File: src/rtl/periph_bus_arbiter_pkg.sv
// periph_bus_arbiter shared types and constants.
// Default widths come from `PERIPH_DATA_WIDTH / `PERIPH_ADDR_WIDTH.
`ifndef PERIPH_DATA_WIDTH
`define PERIPH_DATA_WIDTH 32
`endif
`ifndef PERIPH_ADDR_WIDTH
`define PERIPH_ADDR_WIDTH 8
`endif

package periph_bus_arbiter_pkg;

  typedef enum logic [1:0] {
    PARB_IDLE   = 2'd0,
    PARB_ACCESS = 2'd1,
    PARB_DONE   = 2'd2
  } parb_state_e;

  localparam int PARB_TIMEOUT_DEFAULT = 16;

  localparam logic PARB_M0 = 1'b0;
  localparam logic PARB_M1 = 1'b1;

endpackage

File: src/rtl/periph_bus_arbiter_rr_arbiter2.sv
// Two-way round-robin pick: when both request,
// the master that did not win last time goes.
module periph_bus_arbiter_rr_arbiter2
  import periph_bus_arbiter_pkg::*;
(
  input  logic [1:0] req_i,
  input  logic       last_i,
  output logic       any_o,
  output logic       gnt_o
);

  assign any_o = |req_i;

  always_comb begin
    if (req_i == 2'b11) begin
      gnt_o = ~last_i;
    end else if (req_i[1]) begin
      gnt_o = PARB_M1;
    end else begin
      gnt_o = PARB_M0;
    end
  end

endmodule

File: src/rtl/periph_bus_arbiter.sv
// Peripheral bus arbiter: two masters, round-robin, one access at a time.
// Define PERIPH_ARB_TIMEOUT_EN to abort accesses the peripheral never answers.
`ifndef PERIPH_DATA_WIDTH
`define PERIPH_DATA_WIDTH 32
`endif
`ifndef PERIPH_ADDR_WIDTH
`define PERIPH_ADDR_WIDTH 8
`endif

module periph_bus_arbiter
  import periph_bus_arbiter_pkg::*;
#(
  parameter int DATA_WIDTH = `PERIPH_DATA_WIDTH,
  parameter int ADDR_WIDTH = `PERIPH_ADDR_WIDTH
`ifdef PERIPH_ARB_TIMEOUT_EN
  , parameter int TIMEOUT_CYCLES = PARB_TIMEOUT_DEFAULT
`endif
) (
  input  logic                  clk,
  input  logic                  rst,
  input  logic                  m0_req,
  input  logic                  m0_we,
  input  logic [ADDR_WIDTH-1:0] m0_addr,
  input  logic [DATA_WIDTH-1:0] m0_wdata,
  output logic [DATA_WIDTH-1:0] m0_rdata,
  output logic                  m0_ack,
  input  logic                  m1_req,
  input  logic                  m1_we,
  input  logic [ADDR_WIDTH-1:0] m1_addr,
  input  logic [DATA_WIDTH-1:0] m1_wdata,
  output logic [DATA_WIDTH-1:0] m1_rdata,
  output logic                  m1_ack,
  output logic [ADDR_WIDTH-1:0] p_addr,
  output logic [DATA_WIDTH-1:0] p_wdata,
  output logic                  p_data_oe,
  input  logic [DATA_WIDTH-1:0] p_rdata,
  output logic                  p_read,
  output logic                  p_write,
  input  logic                  p_ready,
  output logic                  busy,
  output logic                  timeout_err
);

  parb_state_e state_q, state_d;
  logic gnt_q, gnt_d, last_q, last_d, we_q, we_d;
  logic rd_q, rd_d, wr_q, wr_d, busy_q, busy_d;
  logic ack0_q, ack0_d, ack1_q, ack1_d;
  logic terr_q, terr_d;
  logic [ADDR_WIDTH-1:0] addr_q, addr_d;
  logic [DATA_WIDTH-1:0] wdata_q, wdata_d;
  logic [DATA_WIDTH-1:0] rdata0_q, rdata0_d;
  logic [DATA_WIDTH-1:0] rdata1_q, rdata1_d;
  logic any, pick, fin, tmo;
  logic [DATA_WIDTH-1:0] rsel;

`ifdef PERIPH_ARB_TIMEOUT_EN
  localparam int CW = $clog2(TIMEOUT_CYCLES + 1);
  logic [CW-1:0] cnt_q, cnt_d;
`endif

  periph_bus_arbiter_rr_arbiter2 u_rr (
    .req_i  ({m1_req, m0_req}),
    .last_i (last_q),
    .any_o  (any),
    .gnt_o  (pick)
  );

  always_comb begin
    state_d  = state_q;
    gnt_d    = gnt_q;
    last_d   = last_q;
    we_d     = we_q;
    addr_d   = addr_q;
    wdata_d  = wdata_q;
    rdata0_d = rdata0_q;
    rdata1_d = rdata1_q;
    rd_d     = 1'b0;
    wr_d     = 1'b0;
    ack0_d   = 1'b0;
    ack1_d   = 1'b0;
    fin      = 1'b0;
    tmo      = 1'b0;
`ifdef PERIPH_ARB_TIMEOUT_EN
    cnt_d    = cnt_q;
`endif
    unique case (state_q)
      PARB_IDLE: begin
        if (any) begin
          state_d = PARB_ACCESS;
          gnt_d   = pick;
          we_d    = pick ? m1_we : m0_we;
          addr_d  = pick ? m1_addr : m0_addr;
          wdata_d = pick ? m1_wdata : m0_wdata;
          rd_d    = ~we_d;
          wr_d    = we_d;
`ifdef PERIPH_ARB_TIMEOUT_EN
          cnt_d   = '0;
`endif
        end
      end
      PARB_ACCESS: begin
        rd_d = ~we_q;
        wr_d = we_q;
        if (p_ready) begin
          fin = 1'b1;
`ifdef PERIPH_ARB_TIMEOUT_EN
        end else if (cnt_q == CW'(TIMEOUT_CYCLES - 1)) begin
          fin = 1'b1;
          tmo = 1'b1;
        end else begin
          cnt_d = cnt_q + 1'b1;
`endif
        end
        if (fin) begin
          state_d = PARB_DONE;
          rd_d    = 1'b0;
          wr_d    = 1'b0;
          ack0_d  = (gnt_q == PARB_M0);
          ack1_d  = (gnt_q == PARB_M1);
          if (!we_q) begin
            if (gnt_q == PARB_M1) rdata1_d = rsel;
            else                  rdata0_d = rsel;
          end
        end
      end
      PARB_DONE: begin
        state_d = PARB_IDLE;
        last_d  = gnt_q;
      end
      default: state_d = PARB_IDLE;
    endcase
    terr_d = tmo;
    busy_d = (state_d != PARB_IDLE);
  end

  // Aborted reads return all-ones so software sees a recognisable value.
  assign rsel = tmo ? '1 : p_rdata;

  always_ff @(posedge clk) begin
    if (rst) begin
      state_q  <= PARB_IDLE;
      gnt_q    <= PARB_M0;
      last_q   <= PARB_M1;
      we_q     <= 1'b0;
      addr_q   <= '0;
      wdata_q  <= '0;
      rdata0_q <= '0;
      rdata1_q <= '0;
      rd_q     <= 1'b0;
      wr_q     <= 1'b0;
      ack0_q   <= 1'b0;
      ack1_q   <= 1'b0;
      terr_q   <= 1'b0;
      busy_q   <= 1'b0;
`ifdef PERIPH_ARB_TIMEOUT_EN
      cnt_q    <= '0;
`endif
    end else begin
      state_q  <= state_d;
      gnt_q    <= gnt_d;
      last_q   <= last_d;
      we_q     <= we_d;
      addr_q   <= addr_d;
      wdata_q  <= wdata_d;
      rdata0_q <= rdata0_d;
      rdata1_q <= rdata1_d;
      rd_q     <= rd_d;
      wr_q     <= wr_d;
      ack0_q   <= ack0_d;
      ack1_q   <= ack1_d;
      terr_q   <= terr_d;
      busy_q   <= busy_d;
`ifdef PERIPH_ARB_TIMEOUT_EN
      cnt_q    <= cnt_d;
`endif
    end
  end

  assign p_addr      = addr_q;
  assign p_wdata     = wdata_q;
  assign p_read      = rd_q;
  assign p_write     = wr_q;
  assign p_data_oe   = wr_q;
  assign m0_rdata    = rdata0_q;
  assign m1_rdata    = rdata1_q;
  assign m0_ack      = ack0_q;
  assign m1_ack      = ack1_q;
  assign busy        = busy_q;
  assign timeout_err = terr_q;

endmodule

File: config.mk
export PLATFORM = sky130hd
export DESIGN_NAME = periph_bus_arbiter
export DESIGN_NICKNAME = d
export VERILOG_FILES = /design/src/rtl/periph_bus_arbiter_pkg.sv /design/src/rtl/periph_bus_arbiter_rr_arbiter2.sv /design/src/rtl/periph_bus_arbiter.sv
export SDC_FILE = /design/constraint.sdc
export NUM_CORES = 1
export LEC_CHECK = 0
export ABC_CLOCK_PERIOD_IN_PS = 1900
export CORE_ASPECT_RATIO = 0.7
export CORE_MARGIN = 2
export CORE_UTILIZATION = 39
export CTS_CLUSTER_SIZE = 12
export DETAILED_ROUTE_END_ITERATION = 12
export HOLD_SLACK_MARGIN = 0.15
export PLACE_DENSITY = 0.83
export SLEW_MARGIN = 20
export SYNTH_ARGS = -nofsm -noshare
export SYNTH_HDL_FRONTEND = slang
export SYNTH_SLANG_ARGS = --single-unit
File: constraint.sdc
create_clock -name clk -period 1.9 [get_ports clk]
set_input_delay 0.38 -clock clk [delete_from_list [all_inputs] [get_ports clk]]
set_output_delay 0.38 -clock clk [all_outputs]
set_load 0.02 [all_outputs]
==> results of run 1 <==
==> cell usage in the layout, fill, tap and decap left out <==
master and instances:
buf_12 8, nor3_2 1, clkbuf_8 1, a21boi_4 1, o21bai_1 1, clkinvlp_4 3
nor3_4 1, o32a_1 1, clkbuf_1 2, conb_1 1, inv_1 2, nor3_1 4
mux2i_1 41, clkinv_2 5, nor2_1 45, a21oi_1 67, bufinv_16 3, o21ai_0 1
nor3b_4 1, nand3b_4 1, dfxtp_1 114, a22oi_1 1, nand2_1 128, nor3b_1 1
clkbuf_16 17, buf_4 25, a211oi_1 42, or3_1 2, and2_1 1, nand3b_1 1
clkdlybuf4s50_1 227
==> state kept, by name, summed over array words and instances (netlist names), 2 cells and up <==
| signal | cells |
|---|---|
| m0_rdata | 32 |
| m1_rdata | 32 |
| p_addr | 8 |
| p_wdata | 32 |
| state_q | 2 |
==> cell families after synthesis <==
logic type      count (synthesis)  synth area share (%)
compound gates                114                  15.7
buf+inv                        45                  5.73
flops                         114                  52.0
mux                            41                  9.36
other cells                     1                0.0855
simple gates                  186                  17.1
==> area by class of cell <==
cell class | instances | area (µm²)
fillers | 814 | 3400
inverters | 2 | 7.51
clock buffers | 20 | 447
flip-flops and latches | 114 | 2280
clock inverters | 11 | 138
multi-input cells | 342 | 1880
repair buffers | 260 | 2620
well taps | 153 | 191
==> layer usage <==
metal	vias up	part of all wire [%]	GRT usage (%)
li1	2170	-	-
met1	2046	44	26.6
met2	143	49	39.0
met3	23	5.3	5.08
met4	0	2.0	8.87
met5	-	0	0
==> power breakdown <==
part	internal (mW)	total (mW)	switching, mW
clock network	2.07	3.12	1.05
registers	2.54	2.64	0.0929
logic	0.669	1.26	0.593
total	5.28	7.02	1.74
==> per-stage QoR <==
step	TNS [ns]	util (%)
global placement	0	63.7
floorplan	0	-
CTS	0	69.0
detailed placement	-0.804	63.7
global route	0	69.0
finish	0	69.0
==> worst paths after layout <==
check                       startpoint                         to  slack [ns]  depth (start not counted)
max reg2reg      state_q[1]$_SDFF_PP0_  m0_rdata[29]$_SDFFE_PP0P_        0.40                          5
max               p_data_oe$_SDFF_PP0_                    p_write        0.14                          1
min reg2reg  m0_rdata[26]$_SDFFE_PP0P_  m0_rdata[26]$_SDFFE_PP0P_        0.45                          2
min                                rst         gnt_q$_SDFFE_PP0P_        0.40                          2
==> synth_stat cells, drive strengths merged <==
master / count / area [µm²]
nor3: 6 / 35.0
or3: 2 / 12.5
conb: 1 / 3.75
dfxtp: 114 / 2280
a22oi: 1 / 7.51
o21bai: 1 / 7.51
clkbuf: 16 / 60.1
mux2i: 41 / 410
a21boi: 1 / 7.51
and2: 1 / 6.26
nand3b: 2 / 27.5
o32a: 1 / 10.0
o21ai: 1 / 5.00
inv: 2 / 7.51
a211oi: 42 / 315
nand2: 128 / 480
buf: 27 / 184
nor2: 45 / 169
a21oi: 67 / 335
nor3b: 2 / 20.0
==> results.py, run 1 <==
metrics = {
    "logic_synthesis": {
        "ys_seq_elements": 114,
        "yosys_warnings": 0,
        "syn_avg_cell_area_um2": 8.76,
        "synth.distinct_cells": 26,
        "syn_area_mm2": 0.00439,
        "synth_cells": 501,
        "synth.net_count": 620,
        "yosysSeqAreaShare_pct": 52.0,
    },
    "cts": {
        "cts_resized": 0,
        "cts_root_buf": "clkbuf_16",
        "cts_made_buffers": 17,
        "clkTransAtPathRegs_ns": 0.05,
        "htree_levels": 4,
        "cts.sinks": 114,
        "clock_latency_ns": 0.40,
        "cts_buffer_depth": 2,
        "cts_tree": "done",
        "post_cts_buffers": 0,
        "ctsHoldBuffers": 0,
    },
    "sta": {
        "drv_slew": 0,
        "skew_ns": 0.00896,
        "setup_violations": 0,
        "finalCritPeriodShare_pct": 92.7,
        "min_period_ns": 1.76,
        "layout_setup_ws_ns": 0.139,
        "hold_ws_ns": 0.403,
        "fmax_mhz": 568,
        "rsz0062_at_grt": "false",
        "hold_viol": 0,
    },
    "run": {
        "drv_cap": 0,
    },
    "routing": {
        "num_vias": 4382,
        "drc": 0,
        "wl_per_cell_um": 14.9,
        "drtIter0Drc": 149,
        "drtPass1Iterations": 4,
        "detail-route-antenna-nets": 0,
        "vias_per_cell": 4.86,
        "wl_um": 13400,
    },
    "floorplan": {
        "row_count": 32,
        "dieArea_mm2": 0.0121,
        "start_util_pct": 40.0,
        "die_w_um": 131,
        "coreArea_mm2": 0.0110,
        "num_io_pins": 230,
        "die_h_um": 92.7,
    },
    "power_and_ir_drop": {
        "p_per_area_mw_per_mm2": 928,
        "finalPower_mw": 7.02,
        "leakage_nw": 2.77,
        "peakVddDrop_mv": 0.684,
    },
    "global_routing": {
        "antenna_found_initial": 0,
        "overflow": 0,
        "grt_use_total_pct": 22.4,
        "grt_pass1_wl_um": 21200,
        "grt_pass1_vias": 4454,
        "grt_start_max_net_pins": 40,
    },
    "critical_path": {
        "crit_slowest_cell": "clkdlybuf4s50_1",
        "crit_fanout": 2,
        "worstPathCellList": "clkdlybuf4s50_1",
        "crit_type": "reg2out",
        "crit_arrival_ns": 1.38,
        "start_kind": "flip-flop",
        "crit_buf_inv": 1,
        "cp_slowest_stage_delay_ns": 0.62,
        "critPathTopFamily": "buffers and inverters",
        "cp.required_ns": 1.52,
        "end_kind": "output pin",
    },
    "worst_hold_path": {
        "min_path_type": "in2reg",
    },
    "place": {
        "placed_cells": 871,
        "place_ws_ns": -0.0532,
        "hpwl_um": 9950,
        "globalplace.congestion": 0.820,
        "post_dp_cell_area_mm2": 0.00698,
        "port_buffers": 228,
    },
    "status": {
        "status": "completed",
    },
    "cells_and_area": {
        "syn_to_final_growth_pct": 72.5,
        "diodes": 0,
        "drive_above_1_share_pct": 8.95,
        "finalNetCount": 856,
        "fin_cells": 902,
        "design_area_mm2": 0.00757,
    },
}
Note: power is estimated with default switching activity, not from simulation.
==> inputs of run 2 (changes only) <==
- PLACE_DENSITY: 0.83 -> 0.88
==> run 2 against run 1 <==
  * Clock skew down 0.0030 ns
  * Core utilization down 0.95 points
  * Global-route usage up 0.41 points
  * Critical endpoint is now p_data_oe
  * Largest power group unchanged
  * Sequential power about the same
  * Critical path depth unchanged
  * Critical path type unchanged
  * Hold slack worse by 0.010 ns
==> results.py, run 2 (synthesis results as in run 1) <==
metrics = {
    "routing": {
        "num_vias": 4346,
        "drc": 0,
        "detail-route-antenna-nets": 0,
        "wl_um": 13500,
        "wl_per_cell_um": 15.1,
        "vias_per_cell": 4.87,
        "drtIter0Drc": 243,
        "drtPass1Iterations": 4,
    },
    "global_routing": {
        "overflow": 0,
        "grt_pass1_wl_um": 21600,
        "grt_use_total_pct": 22.8,
        "antenna_found_initial": 0,
        "grt_start_max_net_pins": 61,
        "grt_pass1_vias": 4509,
    },
    "cts": {
        "cts_made_buffers": 17,
        "cts_root_buf": "clkbuf_16",
        "post_cts_buffers": 0,
        "cts_resized": 0,
        "htree_levels": 4,
        "cts.sinks": 114,
        "clkTransAtPathRegs_ns": 0.05,
        "ctsHoldBuffers": 0,
        "cts_tree": "done",
        "clock_latency_ns": 0.39,
        "cts_buffer_depth": 2,
    },
    "run": {
        "drv_cap": 0,
    },
    "power_and_ir_drop": {
        "finalPower_mw": 7.00,
        "peakVddDrop_mv": 0.814,
        "leakage_nw": 2.71,
        "p_per_area_mw_per_mm2": 938,
    },
    "cells_and_area": {
        "diodes": 0,
        "syn_to_final_growth_pct": 70.1,
        "finalNetCount": 845,
        "drive_above_1_share_pct": 7.85,
        "fin_cells": 892,
        "final_cell_mix": "clkdlybuf4s50_1 (227), nand2_1 (128), dfxtp_1 (114)",
        "design_area_mm2": 0.00746,
        "mostFrequentLayoutCell": "clkdlybuf4s50_1",
    },
    "critical_path": {
        "crit_slowest_cell": "clkdlybuf4s50_1",
        "cp_slowest_stage_delay_ns": 0.62,
        "crit_arrival_ns": 1.38,
        "crit_type": "reg2out",
        "critPathTopFamily": "buffers and inverters",
        "timing.rr.end": "m1_rdata[6]$_SDFFE_PP0P_",
        "crit_fanout": 2,
        "end_kind": "output pin",
        "timing.rr.start": "state_q[1]$_SDFF_PP0_",
        "worstPathCellList": "clkdlybuf4s50_1",
        "reg2reg_slack_ns": 0.36,
        "ff2ff_path_depth": 5,
        "start_kind": "flip-flop",
        "cp.required_ns": 1.52,
        "crit_buf_inv": 1,
    },
    "place": {
        "placed_cells": 860,
        "port_buffers": 228,
        "post_dp_cell_area_mm2": 0.00686,
        "hpwl_um": 10000,
        "globalplace.congestion": 0.878,
    },
    "floorplan": {
        "die_w_um": 131,
        "dieArea_mm2": 0.0121,
        "start_util_pct": 40.0,
        "die_h_um": 92.7,
        "row_count": 32,
        "num_io_pins": 230,
        "coreArea_mm2": 0.0110,
    },
    "worst_hold_path": {
        "hp-start": "rst",
        "hold_end": "m0_rdata[1]$_SDFFE_PP0P_",
        "hold_depth": 2,
        "min_path_type": "in2reg",
    },
    "sta": {
        "rsz0062_at_grt": "false",
        "setup_violations": 0,
        "finalCritPeriodShare_pct": 92.7,
        "min_period_ns": 1.76,
        "skew_ns": 0.00592,
        "drv_slew": 0,
        "fmax_mhz": 568,
        "hold_viol": 0,
    },
    "status": {
        "status": "completed",
    },
}
[run 2: worst reg2reg max path: cells and delay by family, from the launching register on]
family / cells / cell delay (ns)
buf+inv: 1 / 0.28
compound gates: 1 / 0.18
simple gates: 3 / 0.52
flops: 1 / 0.48
[run 2: per-stage QoR]
| stage | util [%] | worst slack (ns) | hold slack (ns) | setup TNS, ns |
|---|---|---|---|---|
| finish | 68.0 | 0.139 | 0.392 | 0 |
| floorplan | - | 0.503 | 0.462 | 0 |
| CTS | 68.0 | 0.124 | 0.374 | 0 |
| global route | 68.0 | 0.0870 | 0.393 | 0 |
| global placement | 62.6 | -0.0497 | 0.442 | -1.09 |
| detailed placement | 62.6 | -0.131 | 0.446 | -3.83 |
[run 2: final cells by class]
| type | instances | area, µm² |
|---|---|---|
| inverter | 2 | 7.51 |
| clock inverter | 9 | 103 |
| clock buffer | 23 | 498 |
| timing repair buffer | 249 | 2500 |
| sequential | 114 | 2280 |
| tap | 153 | 191 |
| fill | 849 | 3510 |
| multi-input combinational | 342 | 1880 |
[run 2: how the worst max path moves through the flow]
stage / startpoint / end / slack (ns) / cells after the start
final: p_data_oe$_SDFF_PP0_ / p_data_oe / 0.14 / 1
after floorplan: state_q[1]$_SDFF_PP0_ / m0_rdata[1]$_SDFFE_PP0P_ / 0.50 / 7
after detailed placement: m0_req / p_wdata[19]$_SDFFE_PP0P_ / -0.13 / 6
after global routing: p_data_oe$_SDFF_PP0_ / p_data_oe / 0.09 / 1
after CTS: p_data_oe$_SDFF_PP0_ / p_data_oe / 0.12 / 1
after global placement: p_ready / m0_rdata[5]$_SDFFE_PP0P_ / -0.05 / 6
[run 2: per-layer routing]
layer	wire length, µm	global-route usage [%]	share of wire (%)
met1	5670	26.1	42
met2	6810	40.2	51
met3	750	6.18	5.6
met4	248	8.69	1.8
met5	0	0	0
[run 2: where the power goes]
group          switching, mW  internal (mW)  leakage, nW
registers             0.0907           2.54        0.932
logic                  0.583          0.637         1.49
clock network           1.05           2.09        0.291
total                   1.73           5.27         2.71
==> inputs of run 3 (changes only) <==
- ABC_CLOCK_PERIOD_IN_PS: 1900 -> unset
==> results of run 3 <==
The final DEF is identical to that of run 2; final timing and power are the same.
